### src/rtl/ram_port_arbiter.sv
// Round-robin share of one synchronous RAM port; ack 2 cycles after the grant edge.
// No backpressure: requesters hold req/we/addr/wdata until their one-cycle ack.
module ram_port_arbiter #(
  parameter int DATA_WIDTH = 8,
  parameter int ADDR_WIDTH = 16,
  parameter int NUM_REQ    = 4
) (
  input  logic                          clk,
  input  logic                          rst_n,
  input  logic [NUM_REQ-1:0]            req,
  input  logic [NUM_REQ-1:0]            we,
  input  logic [NUM_REQ*ADDR_WIDTH-1:0] addr,
  input  logic [NUM_REQ*DATA_WIDTH-1:0] wdata,
  output logic [NUM_REQ-1:0]            ack,
  output logic [DATA_WIDTH-1:0]         rdata,
  output logic                          ram_we,
  output logic [ADDR_WIDTH-1:0]         ram_addr,
  output logic [DATA_WIDTH-1:0]         ram_din,
  input  logic [DATA_WIDTH-1:0]         ram_dout,
  output logic                          busy
);

  localparam int IDW = $clog2(NUM_REQ);

  logic [IDW-1:0]        last_grant;
  logic                  s1_valid, s2_valid;
  logic [IDW-1:0]        s1_id, s2_id;
  logic [NUM_REQ-1:0]    elig;
  logic                  grant_vld;
  logic [IDW-1:0]        grant_id;
  logic [IDW-1:0]        cand;
  logic                  g_we;
  logic [ADDR_WIDTH-1:0] g_addr;
  logic [DATA_WIDTH-1:0] g_din;

  // An id still in S1 or S2 is masked so a held req is not re-granted before its ack retires.
  always_comb begin
    elig = '0;
    for (int i = 0; i < NUM_REQ; i++) begin
      elig[i] = req[i] && !(s1_valid && s1_id == IDW'(i)) && !(s2_valid && s2_id == IDW'(i));
    end
  end

  always_comb begin
    grant_vld = 1'b0;
    grant_id  = '0;
    cand      = '0;
    for (int k = 1; k <= NUM_REQ; k++) begin
      cand = IDW'((int'(last_grant) + k) % NUM_REQ);
      if (!grant_vld && elig[cand]) begin
        grant_vld = 1'b1;
        grant_id  = cand;
      end
    end
    g_we   = 1'b0;
    g_addr = '0;
    g_din  = '0;
    for (int i = 0; i < NUM_REQ; i++) begin
      if (grant_id == IDW'(i)) begin
        g_we   = we[i];
        g_addr = addr[i*ADDR_WIDTH +: ADDR_WIDTH];
        g_din  = wdata[i*DATA_WIDTH +: DATA_WIDTH];
      end
    end
  end

  always_ff @(posedge clk) begin
    if (!rst_n) begin
      ram_we     <= 1'b0;
      ram_addr   <= '0;
      ram_din    <= '0;
      s1_valid   <= 1'b0;
      s1_id      <= '0;
      s2_valid   <= 1'b0;
      s2_id      <= '0;
      last_grant <= IDW'(NUM_REQ - 1);
    end else begin
      if (grant_vld) begin
        ram_we     <= g_we;
        ram_addr   <= g_addr;
        ram_din    <= g_din;
        s1_valid   <= 1'b1;
        s1_id      <= grant_id;
        last_grant <= grant_id;
      end else begin
        ram_we   <= 1'b0;
        s1_valid <= 1'b0;
      end
      s2_valid <= s1_valid;
      s2_id    <= s1_id;
    end
  end

  // S2 aligns with the RAM's registered output, so completion is combinational from it.
  always_comb begin
    ack   = '0;
    rdata = '0;
    if (s2_valid) begin
      for (int i = 0; i < NUM_REQ; i++) begin
        ack[i] = (s2_id == IDW'(i));
      end
      rdata = ram_dout;
    end
  end

  assign busy = s1_valid | s2_valid;

endmodule

### config.mk
export PLATFORM = sky130hd
export DESIGN_NAME = ram_port_arbiter
export DESIGN_NICKNAME = d
export VERILOG_FILES = /design/src/rtl/ram_port_arbiter.sv
export SDC_FILE = /design/constraint.sdc
export NUM_CORES = 1
export LEC_CHECK = 0
export ABC_AREA = 1
export CAP_MARGIN = 20
export CORE_ASPECT_RATIO = 0.5
export CORE_MARGIN = 8
export CORE_UTILIZATION = 34
export CTS_CLUSTER_DIAMETER = 150
export DETAILED_ROUTE_END_ITERATION = 8
export GPL_TIMING_DRIVEN = 1
export PLACE_DENSITY = 0.88
export SYNTH_ARGS = -nofsm -noshare
export SYNTH_HDL_FRONTEND = slang
export SYNTH_SLANG_ARGS = --single-unit
### constraint.sdc
create_clock -name clk -period 2.15 [get_ports clk]
set_input_delay 0.215 -clock clk [delete_from_list [all_inputs] [get_ports clk]]
set_output_delay 0.215 -clock clk [all_outputs]
set_load 0.005 [all_outputs]
==> results.cfg <==
[cts]
cts_hold_buf = 0
clock-root-buffer = clkbuf_16
clock_sink_count = 33
numCtsBuffers = 5
clk_pin_slew_worst_paths_ns = 0.05
cts_tree = built
h-tree-depth = 2
clkLatencyLatePin_ns = 0.28
cts_buffer_depth = 2

[timing]
hold_slack_ns = 0.448
setup_viol = 0
fin_crit_ns = 2.04
worst_pin_slew_ns = 0.254
skew_ns = 0.00319
maxSlewViolCount = 0
timing.final.ws_setup_ns = 0.111
max_freq_mhz = 490
finalCritPeriodShare_pct = 94.9
rsz0062_at_grt = true
max_slew_margin_pct = 83.0
setup_tns_ns = 0
hold_viol_final = 0

[routing]
wire_per_inst_um = 14.3
dr.pass1.iters = 4
drc = 0
dr.first_iter.drc_count = 183
drt.antenna.violating_nets = 0
wl_um = 9560
via_per_inst = 4.80
via_count = 3219

[power]
swShare_pct = 48.6
p_switching_mw = 3.74
p_comb_share_pct = 77.6
power_frac_seq_pct = 13.6
ir_worst_vdd_v = 0.00116
power.density_nw_per_um2 = 1700
power_leakage_nw = 2.18
pwr-share-clk_pct = 8.8
p_int_mw = 3.95

[grt]
grt_pass1_wl_um = 15000
grt_start_max_net_pins = 27
overflow = 0
grtUsageTotal_pct = 17.6
antenna_found_initial = 0
grt_pass1_vias = 3165

[cells_and_area]
area_delta_synth_final_pct = 84.5
fin_nets = 691
antenna_cells = 0
final_cell_mix = clkdlybuf4s50_1, nand2_1, inv_1
drive_gt1_share_pct = 19.0
layout_commonest_cell = clkdlybuf4s50_1

[worst_setup_path]
worstReg2RegStart = last_grant[0]$_SDFFE_PN1N_
critPathLaunch = last_grant[0]$_SDFFE_PN1N_
crit_required_ns = 2.32
cp_data_arrival_time_ns = 2.21
crit_type = flop to flop
cp-end-kind = flop
critPathLaunchType = flop
worstPathMaxFanout = 8

[synth]
yosysSeqAreaShare_pct = 27.0
ys_types = 30
syn_area_per_cell_um2 = 6.04
synth_nets = 519
synth-seq-cells = 33
netlist_area_um2 = 2450
ys_warn_count = 0
synthCells = 405

[run_status]
status = completed

[placement]
dpl.hpwl_um = 7550
dp_slack_ns = -0.230
numPortBuffers = 151
place_congestion = 0.863

[die]
dieArea_um2 = 10300
die_w_um = 136
rows = 21
pin_count = 152
core_um2 = 6830
floorplan.initialDensity_pct = 35.8
die_h_um = 76.0

[min_path]
worstHoldStart = ram_addr[9]$_SDFFE_PN0N_
hp-class = flop to flop

[flow_run]
maxCapViolCount = 0
-- critical path, cell delays in order (launching register included) --
cell,delay (ns)
dfxtp_2,0.37
xor2_2,0.19
buf_4,0.16
nand3_1,0.10
nand2_1,0.12
nand3_1,0.10
nand2_1,0.09
nand2_2,0.07
nand2_4,0.13
nand2_2,0.09
buf_4,0.18
o21ai_0,0.15
inv_1,0.05
nand2_1,0.07
nand2_1,0.04
-- cell type report --
class,count,area (um^2)
Clock buffer,6,129
Clock inverter,2,10.0
Fill cell,582,2320
Inverter,56,210
Multi-Input combinational cell,298,1550
Sequential cell,33,674
Tap cell,92,115
Timing Repair Buffer,183,1830
-- sequential cells by signal (all words and copies together), names as in the netlist --
name	flops
ram_we	1
ram_addr	16
s2_valid	1
ram_din	8
s1_valid	1
last_grant	2
s2_id	2
s1_id	2
-- power groups by stage --
stage / combinational [mW] / sequential [mW] / clock, mW
floorplan: 3.63 / 1.03 / 0
detailed placement: 5.75 / 1.03 / 0
CTS: 5.79 / 1.02 / 0.694
global placement: 5.61 / 1.02 / 0
finish: 5.96 / 1.04 / 0.675
global route: 6.63 / 1.08 / 0.732
-- cells in the mapped netlist --
cell / number / share of area [%]
a21boi_1: 1 / 0.31
a21oi_1: 3 / 0.61
a22oi_1: 1 / 0.31
buf_12: 2 / 1.6
buf_2: 8 / 1.6
buf_4: 3 / 0.92
buf_6: 1 / 0.46
clkbuf_1: 2 / 0.31
clkbuf_2: 2 / 0.41
dfxtp_1: 33 / 27
inv_1: 54 / 8.3
inv_2: 2 / 0.31
nand2_1: 137 / 21
nand2_2: 25 / 6.4
nand2_4: 1 / 0.46
nand3_1: 59 / 12
nand3_2: 3 / 1.2
nand3b_1: 1 / 0.31
nand4_1: 8 / 2.0
nand4_2: 1 / 0.51
nor2_1: 2 / 0.31
nor2_2: 2 / 0.51
nor2_8: 2 / 1.6
nor3_1: 1 / 0.20
o211ai_1: 1 / 0.31
o21ai_0: 38 / 7.8
o21ai_1: 8 / 1.6
o22ai_1: 2 / 0.51
or2_2: 1 / 0.26
xor2_2: 1 / 0.66
-- worst paths after layout --
path / to / slack [ns] / cells after the start
worst max-delay path: ram_addr[0]$_SDFFE_PN0N_ / 0.11 / 14
worst min-delay path: ram_addr[9]$_SDFFE_PN0N_ / 0.45 / 2
worst max register to register: ram_addr[0]$_SDFFE_PN0N_ / 0.11 / 14
worst min register to register: ram_addr[9]$_SDFFE_PN0N_ / 0.45 / 2
-- logic make-up after synthesis --
group                     synth area share, %
DFF                                      27.0
buffers and inverters                    14.0
AOI/OAI and AO/OA                        11.5
xor gates and xnor gates                0.665
and+or+nand+nor                          46.9
-- per-layer routing --
| metal | vias up | track usage [%] | routed length [um] |
|---|---|---|---|
| met5 | - | 0 | 0 |
| met4 | 0 | 7.07 | 254 |
| met3 | 18 | 5.33 | 669 |
| met2 | 110 | 32.2 | 4980 |
| met1 | 1459 | 18.2 | 3660 |
| li1 | 1632 | - | - |
-- stage by stage --
step | instance area [um^2] | utilization, % | instances | total power [mW]
floorplan | 2450 | - | 405 | 4.66
global placement | 4250 | 62.2 | 660 | 6.62
detailed placement | 4250 | 62.2 | 660 | 6.77
CTS | 4390 | 64.3 | 668 | 7.50
global route | 4510 | 66.1 | 670 | 8.44
finish | 4510 | 66.1 | 670 | 7.68
-- repair_timing --
| action | CTS | global route |
|---|---|---|
| buffers inserted | 0 | 2 |
| resized for setup | 2 | 43 |
| hold endpoints to repair | 0 | 0 |
| endpoints found under the setup margin | 23 | 25 |
| pin swaps | 0 | 4 |
No activity file was read; power rests on OpenSTA's default activity.
